### src/rtl/seq_pkg.sv
// Shared definitions for the sync-framed serial transmitter and its matching detector.
package seq_pkg;

  typedef enum logic [2:0] {
    ST_IDLE,
    ST_SYNC,
    ST_DATA,
    ST_PAR,
    ST_GAP
  } seq_state_t;

  localparam logic [3:0] SYNC_PAT = 4'b1011;
  localparam int         SYNC_LEN = 4;

  // Wide enough for DATA_W-1 (up to 31) and GAP_CYCLES-1 (up to 14).
  localparam int         CNT_W    = 5;

endpackage

### src/rtl/seq_tx_if.sv
// Payload handshake and serial output bundle for seq_tx.
interface seq_tx_if #(
  parameter int DATA_W = 8
) ();

  logic              in_valid;
  logic [DATA_W-1:0] in_data;
  logic              in_ready;
  logic              x;
  logic              x_en;
  logic              done;

  modport master (
    output in_valid, in_data,
    input  in_ready, x, x_en, done
  );

  modport slave (
    input  in_valid, in_data,
    output in_ready, x, x_en, done
  );

endinterface

### src/rtl/seq_tx_shifter.sv
// Parallel-in serial-out register: load has priority over shift, MSB leaves first.
module seq_tx_shifter #(
  parameter int DATA_W = 8
) (
  input  logic              clk,
  input  logic              rst,
  input  logic              i_load,
  input  logic [DATA_W-1:0] i_data,
  input  logic              i_shift,
  output logic              o_msb
);

  logic [DATA_W-1:0] r_sr;

  always_ff @(posedge clk) begin
    if (!rst) begin
      r_sr <= '0;
    end else if (i_load) begin
      r_sr <= i_data;
    end else if (i_shift) begin
      r_sr <= r_sr << 1;
    end
  end

  assign o_msb = r_sr[DATA_W-1];

endmodule

### src/rtl/seq_tx.sv
// Serial frame transmitter: 4'b1011 sync header, payload MSB first, then optional parity.
// Optional even-parity bit enabled by defining SEQ_TX_PARITY_EN.
module seq_tx
  import seq_pkg::*;
#(
  parameter int DATA_W     = 8,
  parameter int GAP_CYCLES = 1
) (
  input logic     clk,
  input logic     rst,
  seq_tx_if.slave bus
);

  localparam logic [CNT_W-1:0] SYNC_LAST  = CNT_W'(SYNC_LEN - 1);
  localparam logic [CNT_W-1:0] DATA_LAST  = CNT_W'(DATA_W - 1);
  localparam logic [CNT_W-1:0] GAP_LAST   = (GAP_CYCLES > 0) ? CNT_W'(GAP_CYCLES - 1) : '0;
  localparam seq_state_t       POST_FRAME = (GAP_CYCLES == 0) ? ST_IDLE : ST_GAP;

  seq_state_t       r_state;
  logic [CNT_W-1:0] r_cnt;
  logic             r_x;
  logic             r_x_en;
  logic             r_done;
`ifdef SEQ_TX_PARITY_EN
  logic             r_par;
`endif

  logic             w_in_ready;
  logic             w_load;
  logic             w_shift;
  logic             w_msb;
  logic [1:0]       w_sync_idx;

  assign w_in_ready = (r_state == ST_IDLE);
  assign w_load     = w_in_ready & bus.in_valid;
  // The register shifts on the same edge its MSB is copied into r_x.
  assign w_shift    = ((r_state == ST_SYNC) && (r_cnt == '0)) ||
                      ((r_state == ST_DATA) && (r_cnt != '0));
  assign w_sync_idx = r_cnt[1:0] - 2'd1;

  seq_tx_shifter #(
    .DATA_W (DATA_W)
  ) u_shifter (
    .clk     (clk),
    .rst     (rst),
    .i_load  (w_load),
    .i_data  (bus.in_data),
    .i_shift (w_shift),
    .o_msb   (w_msb)
  );

  always_ff @(posedge clk) begin
    if (!rst) begin
      r_state <= ST_IDLE;
      r_cnt   <= '0;
      r_x     <= 1'b0;
      r_x_en  <= 1'b0;
      r_done  <= 1'b0;
`ifdef SEQ_TX_PARITY_EN
      r_par   <= 1'b0;
`endif
    end else begin
      r_done <= 1'b0;
      case (r_state)
        ST_IDLE: begin
          if (bus.in_valid) begin
            r_state <= ST_SYNC;
            r_cnt   <= SYNC_LAST;
            r_x     <= SYNC_PAT[SYNC_LEN-1];
            r_x_en  <= 1'b1;
`ifdef SEQ_TX_PARITY_EN
            r_par   <= ^bus.in_data;
`endif
          end
        end
        ST_SYNC: begin
          if (r_cnt == '0) begin
            r_state <= ST_DATA;
            r_cnt   <= DATA_LAST;
            r_x     <= w_msb;
`ifndef SEQ_TX_PARITY_EN
            r_done  <= (DATA_W == 1);
`endif
          end else begin
            r_cnt <= r_cnt - CNT_W'(1);
            r_x   <= SYNC_PAT[w_sync_idx];
          end
        end
        ST_DATA: begin
          if (r_cnt != '0) begin
            r_cnt  <= r_cnt - CNT_W'(1);
            r_x    <= w_msb;
`ifndef SEQ_TX_PARITY_EN
            r_done <= (r_cnt == CNT_W'(1));
`endif
          end else begin
`ifdef SEQ_TX_PARITY_EN
            r_state <= ST_PAR;
            r_x     <= r_par;
            r_done  <= 1'b1;
`else
            r_state <= POST_FRAME;
            r_cnt   <= GAP_LAST;
            r_x     <= 1'b0;
            r_x_en  <= 1'b0;
`endif
          end
        end
        ST_PAR: begin
          r_state <= POST_FRAME;
          r_cnt   <= GAP_LAST;
          r_x     <= 1'b0;
          r_x_en  <= 1'b0;
        end
        ST_GAP: begin
          if (r_cnt == '0) begin
            r_state <= ST_IDLE;
          end else begin
            r_cnt <= r_cnt - CNT_W'(1);
          end
        end
        default: begin
          r_state <= ST_IDLE;
          r_x     <= 1'b0;
          r_x_en  <= 1'b0;
        end
      endcase
    end
  end

  assign bus.in_ready = w_in_ready;
  assign bus.x        = r_x;
  assign bus.x_en     = r_x_en;
  assign bus.done     = r_done;

endmodule

### src/flat_wrapper.sv
// flat-port wrapper written by rule: the top's interface ports become plain ports
module seq_tx_flat import seq_pkg::*;
#(
  parameter int DATA_W     = 8,
  parameter int GAP_CYCLES = 1
)
  (clk, rst, bus_in_valid, bus_in_data, bus_in_ready, bus_x, bus_x_en, bus_done);
  seq_tx_if #(.DATA_W(DATA_W)) bus_i ();
  input logic clk;
  input logic rst;
  input wire logic [$bits(bus_i.in_valid)-1:0] bus_in_valid;
  input wire logic [$bits(bus_i.in_data)-1:0] bus_in_data;
  output wire logic [$bits(bus_i.in_ready)-1:0] bus_in_ready;
  output wire logic [$bits(bus_i.x)-1:0] bus_x;
  output wire logic [$bits(bus_i.x_en)-1:0] bus_x_en;
  output wire logic [$bits(bus_i.done)-1:0] bus_done;
  assign bus_i.in_valid = bus_in_valid;
  assign bus_i.in_data = bus_in_data;
  assign bus_in_ready = bus_i.in_ready;
  assign bus_x = bus_i.x;
  assign bus_x_en = bus_i.x_en;
  assign bus_done = bus_i.done;
  seq_tx #(.DATA_W(DATA_W), .GAP_CYCLES(GAP_CYCLES)) u_core (.clk(clk), .rst(rst), .bus(bus_i));
endmodule
### config.mk
export PLATFORM = sky130hd
export DESIGN_NAME = seq_tx_flat
export DESIGN_NICKNAME = d
export VERILOG_FILES = /design/src/rtl/seq_pkg.sv /design/src/rtl/seq_tx_if.sv /design/src/rtl/seq_tx_shifter.sv /design/src/rtl/seq_tx.sv /design/src/flat_wrapper.sv
export SDC_FILE = /design/constraint.sdc
export NUM_CORES = 1
export LEC_CHECK = 0
export CAP_MARGIN = 20
export CORE_MARGIN = 2
export CORE_UTILIZATION = 50
export CTS_CLUSTER_DIAMETER = 80
export CTS_CLUSTER_SIZE = 12
export DETAILED_ROUTE_END_ITERATION = 8
export DONT_BUFFER_PORTS = 1
export HOLD_SLACK_MARGIN = 0.06
export SLEW_MARGIN = 30
export SYNTH_ARGS = -nofsm -noshare
export SYNTH_HDL_FRONTEND = slang
export SYNTH_HIERARCHICAL = 1
export SYNTH_SLANG_ARGS = --single-unit
### constraint.sdc
create_clock -name clk -period 3.9 [get_ports clk]
set_input_delay 0.78 -clock clk [delete_from_list [all_inputs] [get_ports clk]]
set_output_delay 0.78 -clock clk [all_outputs]
set_load 0.02 [all_outputs]
# ---- After elaboration in Yosys (flattened, before gate mapping)
# Cells that the tools add are included.
dict set report totals {
  input_bits 11
  word_cells 56
  regBits 19
  out_inout_bits 4
}
dict set report classes {
  order_cmp 1
  n_bitwise 3
  n_reduce_logical 14
  add_sub_neg 2
  muxes 20
  eq_ne 10
}
# cell count
set op_table {}
lappend op_table {{5-bit one-hot mux with 5 select lines} 1}
lappend op_table {{5-bit two-way mux} 4}
lappend op_table {{8-bit two-way mux} 2}
lappend op_table {{3-bit one-hot mux with 5 select lines} 1}
lappend op_table {{3-bit two-way mux} 4}
lappend op_table {{5-bit nonzero test} 2}
lappend op_table {{3-bit AND reduction} 3}
lappend op_table {{2-bit inequality test (second input constant)} 4}
lappend op_table {{3-bit by 2-bit == test with 1-bit output (second input constant)} 2}
lappend op_table {{5-bit by 1-bit == test with 1-bit output (second input constant)} 1}
lappend op_table {{5-bit zero test} 1}
lappend op_table {{1-bit two-way mux} 5}
lappend op_table {{5-bit by 1-bit subtractor with 5-bit output (second input constant)} 1}
lappend op_table {{1-bit one-hot mux with 4 select lines} 1}
lappend op_table {{4-bit AND reduction} 1}
lappend op_table {{3-bit by 1-bit == test with 1-bit output (second input constant)} 1}
lappend op_table {{3-bit == test (second input constant)} 1}
lappend op_table {{3-bit zero test} 1}
lappend op_table {{2-bit by 3-bit less-than comparator with 1-bit output (second input constant)} 1}
lappend op_table {{1-bit one-hot mux with 3 select lines} 1}
lappend op_table {{1-bit binary-select mux with 2-bit select} 1}
lappend op_table {{1-bit logical AND} 2}
lappend op_table {{2-bit by 1-bit inequality test with 1-bit output (second input constant)} 1}
lappend op_table {{1-bit inverter} 2}
lappend op_table {{6 further kinds} 6}

# ---- Logic depth before layout (Yosys ltp)
# Gate-level depths: netlist of the first run.
dict set report logic_depth {
  ltp_word 5
  mapped_depth 9
  ltp_nobuf 7
}

# ---- Modules after synthesis
# The synthesis of the first run kept the hierarchy.
# mod area_each_um2 seq_area_each_um2 cells_per_inst n_inst
set by_module_without_submodules {}
lappend by_module_without_submodules {seq_tx 789.5 220.2 98 1}
lappend by_module_without_submodules {seq_tx_shifter 419.2 160.2 35 1}

# ---- Least setup slack after synthesis of the first run
# Ideal clock, no wire load.
dict set report synth_path {
  kind {flip-flop to flip-flop}
  from {register u_core.r_cnt[0]}
  to {register u_core.u_shifter.r_sr[1]}
  period_less_slack_ns 2.163
  path_buffers 2
  path_stages_with_launch 10
  setup_ns 0.116
  required_ns 3.784
  arrival_ns 2.047
  slack_ns 1.737
  cell_sequence {dfxtp_1 > inv_1 > ha_1 > nor4b_1 > buf_2 > nand3b_1 > a21oi_1 > buf_6 > mux2_4 > o211a_1}
}
dict set report synth_via {
  elab_chain_len 4
  elab_cells_between_ends 6
  classes_between {reduce/logical: 6}
}
# element line_no
set synth_rtl {}
lappend synth_rtl {{start, declared} seq_tx.sv:20} ;# logic [CNT_W-1:0] r_cnt;
lappend synth_rtl {{start signal, assigned} seq_tx.sv:85} ;# r_cnt <= r_cnt - CNT_W'(1);
lappend synth_rtl {{start signal, assigned} seq_tx.sv:91} ;# r_cnt <= r_cnt - CNT_W'(1);
lappend synth_rtl {{start signal, assigned} seq_tx.sv:119} ;# r_cnt <= r_cnt - CNT_W'(1);
lappend synth_rtl {{5-bit zero test / 5-bit nonzero test (equally long branches)} {seq_tx.sv:37, seq_tx.sv:38}}
lappend synth_rtl {{1-bit logical AND, on equally long branches} {seq_tx.sv:37, seq_tx.sv:38}}
lappend synth_rtl {{1-bit logical OR (*)} seq_tx.sv:37} ;# assign w_shift = ((r_state == ST_SYNC) && (r_cnt == '0)) ||
lappend synth_rtl {{named net u_core.w_shift} seq_tx.sv:30} ;# logic w_shift;
lappend synth_rtl {{2-bit nonzero test (no source line) (*)} n/a}
lappend synth_rtl {{end signal, assigned} seq_tx_shifter.sv:19} ;# r_sr <= i_data;
lappend synth_rtl {{end signal, assigned} seq_tx_shifter.sv:21} ;# r_sr <= r_sr << 1;
lappend synth_rtl {{end, declared} seq_tx_shifter.sv:13} ;# logic [DATA_W-1:0] r_sr;
# Mark *: on every way through the listed nets, which the timed path passes. The rest lies on a longest branch.
# A chain may end at the register's enable or synchronous reset.

# ---- Worst setup path in the final report of the first run
dict set report layout_path {
  from {register u_core.r_cnt[0]}
  to {register u_core.u_shifter.r_sr[6]}
}
# Same word-level chain as after synthesis.

==> flow_summary_export.csv, run 1 <==
group,metric,value,unit
sta,min_period,2.447,ns
logic_synthesis,synth_largest_area_cell,"dfxtp_1",
clocking,clk_latency,0.30,ns
clocking,cts_setup_buffers,0,
logic_synthesis,synthTopCellsByCount,"dfxtp_1 (19), nor2_1 (10), o211a_1 (8)",
logic_synthesis,synthesis.instances,133,
logic_synthesis,synth-edff-count,0,
clocking,cts_resized,0,
floorplanning,die-area,0.002827,sq mm
logic_synthesis,synthSimpleGateAreaFrac,20.91,%
logic_synthesis,ys_seq_area_share,31.47,%
sta,setup_viol,0,
sta,tightest_slew,0.6600,ns
logic_synthesis,synth_flop_cell,"dfxtp_1",
finish,final_nets,142,
route,drc_errors,0,
clocking,clock-sinks,19,
global_routing,grt_max_degree,21,
setup_path,crit_required,4.10,ns
floorplanning,core,0.002255,sq mm
floorplanning,start_util,53.61,%
sta,relSlewSlack,55.94,%
logic_synthesis,syn-num-nets,148,
logic_synthesis,synth-compound-area-share,25.16,%
finish,antenna_cells,0,
logic_synthesis,postSynth.asyncResetShare,0,%
finish,nFillCells,221,
sta,drv_slew,0,
finish,utilization,53.88,%
logic_synthesis,synth.most_common_cell,"dfxtp_1",
logic_synthesis,ys_ff_latch,19,
sta,skew,0.007763,ns
setup_path,slowest_stage,"a21oi_2",
placed_design,dp_hpwl,1619,microns
global_routing,grt_overflow,0,
route,wl_per_cell,15.44,microns
hold_path,hp-start,"u_core/r_cnt[4]$_SDFFE_PN0P_",
power_and_ir_drop,p_leak,0.5432,nW
logic_synthesis,synth_area_leaders,"dfxtp_1 (31%), mux2_4 (8.7%), o211a_1 (6.6%), ha_1 (4.1%), nand2b_1 (3.6%)",
logic_synthesis,yosysTopAreaCellShare,31.47,%
global_routing,grtUsageTotal,18.97,%
floorplanning,num_rows,17,
route,postRouteAntennaNets,0,
finish,drive_above_1_share,14.29,%
placed_design,globalplace.congestion,0.7769,
sta,fin_crit_sh,62.74,%
setup_path,cp-end-kind,"flip-flop",
clocking,path_clk_slew,0.12,ns
placed_design,dp.cells,150,
setup_path,r2r-start,"u_core/r_cnt[0]$_SDFFE_PN0P_",
route,dr.pass1.iters,4,
floorplanning,die_height,53.17,microns
clocking,cts_hold_buf,0,
setup_path,critical_path.cell_chain,"inv_1 > ha_1 > nor4b_1 > nand3b_1 > a21oi_2 > mux2_4 > o211a_1",
logic_synthesis,synthMuxAreaShare,8.696,%
setup_path,cp.arrival,2.65,ns
global_routing,antenna_found_initial,0,
route,detailedRoute.firstIterationViolations,32,
power_and_ir_drop,peakVddDrop,0.2772,mV
logic_synthesis,synthAdderAreaFrac,4.141,%
status,outcome,"finished clean",
clocking,root_buffer,"clkbuf_4",
finish,layoutNonFillerInstCount,154,
setup_path,path_buf_inv,1,
logic_synthesis,avgSynthCellArea,9.088,sq um
global_routing,grt_pass1_wl,3877,microns
logic_synthesis,synth_area,0.001209,sq mm
flow_run,drv_cap,0,
clocking,cts_tree,"built",
setup_path,crit_path_start_kind,"flip-flop",
setup_path,crit_fanout,9,
power_and_ir_drop,power_density,575.9,mW/mm^2
sta,rsz0062_at_grt,"false",
logic_synthesis,synth_xor_area_share,2.174,%
sta,finalSetupTns,0,ns
route,vias_per_cell,6.195,
setup_path,path_class,"reg2reg",
clocking,htreeDepth,1,
sta,fmax,408.7,MHz
sta,finalHoldViolCount,0,
placed_design,port_buffers,0,
floorplanning,die_w,53.17,microns
hold_path,hold_class,"reg2reg",
finish,finalInstanceArea,0.001215,sq mm
finish,area_growth,0.5180,%
setup_path,startpoint,"u_core/r_cnt[0]$_SDFFE_PN0P_",
logic_synthesis,ys_types,43,
route,wirelength,2378,microns
setup_path,critical_path.top_delay_family,"compound AO/OA/AOI/OAI gates",
route,vias,954,
clocking,numCtsBuffers,3,
setup_path,cpPeakStageDelay,0.56,ns
logic_synthesis,yosysWarnings,6,
floorplanning,io-pin-count,15,
clocking,cts_buffer_depth,2,
logic_synthesis,synth_top_family_by_area,"compound AO/OA/AOI/OAI gates",
placed_design,dpl_cell_area,0.001184,sq mm
global_routing,grt_pass1_vias,805,
cell type report:
class | count | area [sq um] | share of cell area (%)
clock buffers | 3 | 22.52 | 1.854
clock inverters | 1 | 5.005 | 0.4119
inverters | 4 | 15.01 | 1.236
multi-input cells | 97 | 742.0 | 61.07
flip-flops and latches | 19 | 380.4 | 31.31
well taps | 28 | 35.03 | 2.884
repair buffers | 2 | 15.01 | 1.236
path summary, 6_finish.rpt:
check	to	slack, ns	depth (start not counted)
setup reg to reg	u_core/u_shifter/r_sr[6]$_SDFFE_PN0P_	1.45	7
setup / recovery	u_core/u_shifter/r_sr[6]$_SDFFE_PN0P_	1.45	7
hold / removal	u_core/r_cnt[4]$_SDFFE_PN0P_	0.54	1
hold reg to reg	u_core/r_cnt[4]$_SDFFE_PN0P_	0.54	1
cell families after synthesis:
family                     Yosys count
and+or+nand+nor                     45
AOI/OAI and AO/OA                   38
adders and majority gates            4
buffers and inverters               17
DFF                                 19
muxes                                7
xor gates and xnor gates             3
per-stage QoR:
| stage | power, mW | setup slack (ns) | hold WS, ns |
|---|---|---|---|
| after floorplan | 0.5675 | 1.737 | 0.4861 |
| after global placement | 0.5927 | 1.310 | 0.5095 |
| after detailed placement | 0.5970 | 1.203 | 0.5175 |
| after CTS | 0.7042 | 1.186 | 0.5363 |
| after global routing | 0.7542 | 1.258 | 0.5638 |
| final | 0.6996 | 1.453 | 0.5427 |
power breakdown:
group	switching [mW]	internal, mW
combinational	0.152	0.153
clock	0.0644	0.0382
sequential	0.0591	0.232
total	0.276	0.424
state kept, by name (all words and copies together) (netlist names):
name and count:
u_core/u_shifter/r_sr 8, u_core/r_cnt 5, u_core/r_state 3, u_core/bus.done 1, u_core/bus.x 1, u_core/bus.x_en 1
cells in the final DEF, fill, tap and decap left out, types with 3 or more instances in the layout:
cell type / n
dfxtp_1: 19
o21ai_0: 5
nand2_1: 5
clkbuf_4: 3
o211ai_1: 3
nand2b_1: 7
ha_1: 4
a21o_1: 3
mux2_4: 7
o211a_1: 8
inv_1: 4
a21oi_1: 3
nor3_1: 7
nor2_1: 10
worst reg2reg max path, delay by kind of cell, from the launching register on:
kind                       cells  cell delay [ns]
AOI/OAI and AO/OA              2             0.76
adders and majority gates      1             0.20
buffers and inverters          1             0.15
DFF                            1             0.40
muxes                          1             0.35
and+or+nand+nor                2             0.48
routing by layer:
| metal | share of wire, % | track usage, % | vias up |
|---|---|---|---|
| met1 | 49 | 27.73 | 456 |
| met5 | 0 | 0 | - |
| met3 | 5.0 | 4.237 | 4 |
| met2 | 45 | 26.25 | 21 |
| met4 | 1.4 | 8.120 | 0 |
| li1 | - | - | 473 |
(Power assumes the default switching activity.)
==> run 2: changes to the inputs <==
- PLACE_DENSITY: unset -> 0.68
- clock period: 3.9 -> 2.1 ns (I/O delays scaled with it)
==> run 2 against run 1 <==
Compared with the run above:
- clock-buffer cell count did not move
- flip-flop and latch count did not move
- critical endpoint is now bus_in_ready
- combinational power rose by 140%
- via count rose by 7.7%
- global-route usage rose by 2.5 points
- setup slack got worse by 1.4 ns
- clock skew fell by 0.0051 ns
- highest routed layer unchanged
- die area did not move
- clock power rose by 87%
==> flow_summary_export.csv, run 2 (same netlist as run 1, synthesis figures left out) <==
group,metric,value,unit
status,outcome,"finished clean",
power_and_ir_drop,p_switching,0.5595,mW
setup_path,crit_fanout,16,
sta,setup_viol,0,
setup_path,crit_path_start_kind,"flip-flop",
clocking,clock-sinks,19,
sta,finalHoldViolCount,0,
power_and_ir_drop,p_seq_share,34.8,%
finish,final_nets,156,
finish,largest_reg_flops,8,
global_routing,grt_pass1_vias,913,
sta,tightest_slew,0.4255,ns
floorplanning,die_height,53.17,microns
clocking,htreeDepth,1,
setup_path,r2r_cells,7,
global_routing,grtUsageTotal,21.45,%
power_and_ir_drop,pwr-share-clk,13.5,%
clocking,path_clk_slew,0.11,ns
hold_path,min_path_cells,1,
route,postRouteAntennaNets,0,
global_routing,antenna_found_initial,0,
floorplanning,start_util,53.61,%
sta,fin_crit_sh,95.54,%
finish,nFillCells,213,
clocking,cts_setup_buffers,0,
route,dr.pass1.iters,4,
power_and_ir_drop,switching_share,38.99,%
sta,hold_ws,0.2257,ns
placed_design,dp.cells,163,
power_and_ir_drop,peakVddDrop,0.5660,mV
global_routing,grt_max_degree,21,
hold_path,hold_class,"in2reg",
sta,relSlewSlack,71.53,%
power_and_ir_drop,fin_total_pwr,1.435,mW
floorplanning,num_rows,17,
finish,layout_commonest_cell,"dfxtp_1",
finish,layout_common_cells,"dfxtp_1 (18), buf_4 (15), nor2_1 (10)",
floorplanning,io-pin-count,15,
finish,largestRegisters,"u_core/u_shifter/r_sr: 8 flops, u_core/r_cnt: 5 flops, u_core/r_state: 3 flops",
finish,antenna_cells,0,
power_and_ir_drop,comb_power_share,51.7,%
flow_run,drv_cap,0,
power_and_ir_drop,power_density,1067,mW/mm^2
placed_design,dpl_cell_area,0.001289,sq mm
placed_design,dp_hpwl,1844,microns
sta,fmax,498.4,MHz
finish,area_growth,11.28,%
setup_path,crit_required,1.68,ns
route,detailedRoute.firstIterationViolations,39,
clocking,numCtsBuffers,3,
route,vias,1027,
clocking,cts_buffer_depth,2,
floorplanning,core,0.002255,sq mm
sta,skew,0.002706,ns
global_routing,grt_overflow,0,
finish,drive_above_1_share,25.00,%
sta,min_period,2.006,ns
placed_design,port_buffers,0,
global_routing,grt_pass1_wl,4333,microns
route,wirelength,2638,microns
setup_path,path_class,"reg2out",
setup_path,rrSetupSlack,0.09,ns
setup_path,cp-end-kind,"output pin",
finish,top_register,"u_core/u_shifter/r_sr",
clocking,cts_tree,"built",
route,drc_errors,0,
finish,finalInstanceArea,0.001345,sq mm
power_and_ir_drop,p_leak,0.6205,nW
floorplanning,die-area,0.002827,sq mm
floorplanning,die_w,53.17,microns
finish,layoutNonFillerInstCount,168,
route,wl_per_cell,15.70,microns
sta,drv_slew,0,
route,vias_per_cell,6.113,
finish,register_area,381.6,sq um
clocking,root_buffer,"clkbuf_4",
power_and_ir_drop,p_int,0.8756,mW
placed_design,globalplace.congestion,0.7801,
finish,multiInputGateArea,773.2,sq um
setup_path,cp.arrival,1.59,ns
clocking,clk_latency,0.30,ns
[run 2: cell types whose count changed in the layout (fill, tap and decap cells not counted), sizes merged]
cell,previous run,this run
buf,2,15
a21oi,4,5
[run 2: repair_timing]
action	4_1_cts	5_1_grt
setup endpoints to repair	7	2
resized for setup	2	1
gates cloned	0	1
hold buffers	0	0
pin swaps	0	2
[run 2: area by class of cell]
class                           instances  area share, %
Timing Repair Buffer                   15          8.372
Tap cell                               28          2.605
Inverter                                4          1.116
Multi-Input combinational cell         98          57.49
Sequential cell                        19          28.37
Clock inverter                          1         0.3721
Clock buffer                            3          1.674
[run 2: power by group through the flow]
stage | Combinational (mW) | Sequential, mW | Clock (mW)
floorplan | 0.565 | 0.496 | 0
global placement | 0.683 | 0.500 | 0
detailed placement | 0.705 | 0.504 | 0
CTS | 0.716 | 0.496 | 0.201
global route | 0.816 | 0.510 | 0.218
finish | 0.742 | 0.500 | 0.193
[run 2: path summary, 6_finish.rpt]
kind,startpoint,end
setup / recovery,u_core/r_state[0]$_SDFFE_PN0P_,bus_in_ready
hold / removal,rst,u_core/r_cnt[0]$_SDFFE_PN0P_
setup reg to reg,u_core/r_cnt[1]$_SDFFE_PN0P_,u_core/u_shifter/r_sr[4]$_SDFFE_PN0P_
hold reg to reg,u_core/u_shifter/r_sr[0]$_SDFFE_PN0P_,u_core/u_shifter/r_sr[0]$_SDFFE_PN0P_
[run 2: through the flow]
| stage | worst slack [ns] | utilization [%] | setup TNS, ns |
|---|---|---|---|
| 6_report | 0.09358 | 59.66 | 0 |
| 5_1_grt | -0.006610 | 59.66 | -0.007368 |
| 4_1_cts | 0.08492 | 58.88 | 0 |
| 3_5_place_dp | -0.2421 | 57.16 | -1.589 |
| 3_3_place_gp | -0.1969 | 57.16 | -1.360 |
| 2_1_floorplan | 0.02020 | - | 0 |
[run 2: critical path, cell delays in order, from the launching register on]
cell	delay, ns
dfxtp_1	0.35
buf_4	0.20
or2_2	0.37
nor2_1	0.36
[run 2: routing by layer]
layer  up-vias  track usage [%]  part of all wire, %
li1        509                -                    -
met1       484            29.58                   48
met4         0            8.120                  1.3
met5         -                0                    0
met2        30            32.71                   45
met3         4            4.237                  5.4
==> edit: new RTL, flow settings as in run 2 <==
The 5 states of `seq_state_t` get a Gray code encoding in 3 bits.
--- a/src/rtl/seq_pkg.sv
+++ b/src/rtl/seq_pkg.sv
@@ -3,9 +3,9 @@
 
   typedef enum logic [2:0] {
-    ST_IDLE,
-    ST_SYNC,
-    ST_DATA,
-    ST_PAR,
-    ST_GAP
+    ST_IDLE = 3'b000,
+    ST_SYNC = 3'b001,
+    ST_DATA = 3'b011,
+    ST_PAR  = 3'b010,
+    ST_GAP  = 3'b110
   } seq_state_t;
 
Function: same outputs for any inputs over 10 cycles, from zero or initial values and one cycle with rst low; not proved beyond that.
==> edit against run 2 <==
  * Worst setup slack better by 0.085 ns
  * Routed wire length is 12% lower
  * Synthesized area is 6.3% lower
  * Critical path depth is 3 higher
  * Sequential cell count stayed put
  * Total power is 38% higher
  * Utilization is 1.4 points lower
  * Global-route usage is 2.1 points lower
  * Design area is 6.0% lower
  * Non-clock buffer count stayed put
  * Largest cell class unchanged
==> edit: results <==
pwr:
  ir_drop_mv: 0.7864
  leakagePower_nw: 0.5703
critical_path:
  crit_family: "simple AND/OR/NAND/NOR gates"
  slowest_delay_ns: 0.52
  cp_max_fo: 8
  cp.arrival_ns: 2.13
  critPathSlowestCell: "or4b_4"
global_routing:
  grtUsageTotal_pct: 19.32
  grt_pass1_vias: 855
  grt_first_pass_wirelength_um: 3864
  grt_max_degree: 16
  antenna_found_initial: 0
final_layout:
  drive_above_1_share_pct: 24.26
  fin_cells: 164
  reg_top3: "u_core/u_shifter/r_sr (8), u_core/r_cnt (5), u_core/r_state (3)"
  antenna_cells: 0
  nets: 152
clock_tree:
  ctsLongestPathBuffers: 2
  clk_pin_slew_ns: 0.11
  insertion_delay_ns: 0.30
  htreeDepth: 1
  root_buffer: "clkbuf_4"
  cts_made_buffers: 3
logic_synthesis:
  synthFlopType: "dfxtp_1"
  async_reset_ff_share_pct: 0
  syn_avg_cell_area_um2: 9.059
  syn_nets: 140
  ys_types: 39
  synth_common_cells: "19 x dfxtp_1, 10 x a21oi_1, 10 x nand2b_1"
  yosysSeqAreaShare_pct: 33.59
  synth_warnings: 6
  yosys-top-cells-area: "dfxtp_1 34%, mux2_4 9.3%, o211a_1 6.2%"
drt:
  vias: 950
  first_pass_iters: 4
  routed_wl_um: 2319
  dr.first_iter.drc_count: 24
placement:
  dp_hpwl_um: 1725
  dpl_cell_area_um2: 1226
  post-place-ws_ns: -0.1789
  port_buffers: 0
  gp_congestion: 0.9059
sta:
  tightest_slew_ns: 0.3796
  skew_ns: 0.005459
min_path:
  hp-class: "in2reg"
  hold_path_depth: 1
outcome:
  status: "complete, no violations"
edit: cell count changes after synthesis, sizes merged, moves of 3 or more:
cell,before,now
nand2b,7,10
nand2,5,9
o21ai,5,8
a21oi,4,10
nor2,10,5
clkbuf,6,3
a21o,3,0
inv,4,7
edit: routing by layer:
metal	global-route usage, %	routed length [um]	up-vias
met5	0	0	-
met4	6.579	39	0
met3	7.471	132	6
met2	30.77	1093	27
met1	23.75	1054	440
li1	-	-	477
edit: power by group:
| group | leakage (nW) | switching (W) | total [W] | internal [W] |
|---|---|---|---|---|
| Sequential | 0.157 | 0.000130 | 0.000620 | 0.000490 |
| Combinational | 0.396 | 0.000587 | 0.00118 | 0.000589 |
| Clock | 0.0177 | 0.000115 | 0.000186 | 0.0000710 |
| Total | 0.570 | 0.000833 | 0.00198 | 0.00115 |
edit: final timing paths:
kind / startpoint / to / slack (ns)
hold / removal: rst / u_core/u_shifter/r_sr[3]$_SDFFE_PN0P_ / 0.24
hold reg to reg: u_core/r_state[2]$_SDFFE_PN0P_ / u_core/r_state[0]$_SDFFE_PN0P_ / 0.58
setup / recovery: u_core/r_cnt[2]$_SDFFE_PN0P_ / u_core/u_shifter/r_sr[1]$_SDFFE_PN0P_ / 0.18
setup reg to reg: u_core/r_cnt[2]$_SDFFE_PN0P_ / u_core/u_shifter/r_sr[1]$_SDFFE_PN0P_ / 0.18
edit: logic make-up after synthesis:
kind of cell,count (synthesis),share of synthesized area [%]
AOI/OAI and AO/OA,36,21.55
xor gates and xnor gates,1,0.7736
adders and majority gates,4,4.420
buffers and inverters,15,7.071
DFF,19,33.59
muxes,7,9.282
and+or+nand+nor,43,23.32
edit: per-stage QoR:
stage	hold slack [ns]	power, W
6_report	0.2356	0.001983
5_1_grt	0.2068	0.002151
4_1_cts	0.2258	0.001973
3_5_place_dp	0.5485	0.001769
3_3_place_gp	0.5412	0.001744
2_1_floorplan	0.5009	0.001478
edit: cell type report:
class | instances | area [um^2]
fill | 214 | 904.6
multi-input combinational | 91 | 683.2
sequential | 19 | 380.4
timing repair buffer | 15 | 112.6
tap | 28 | 35.03
inverter | 7 | 26.28
clock buffer | 3 | 22.52
clock inverter | 1 | 5.005
edit: repair_timing:
item / 4_1_cts / 5_1_grt
gates resized for setup: 1 / 1
setup endpoints to repair: 7 / 7
setup buffers: 0 / 0
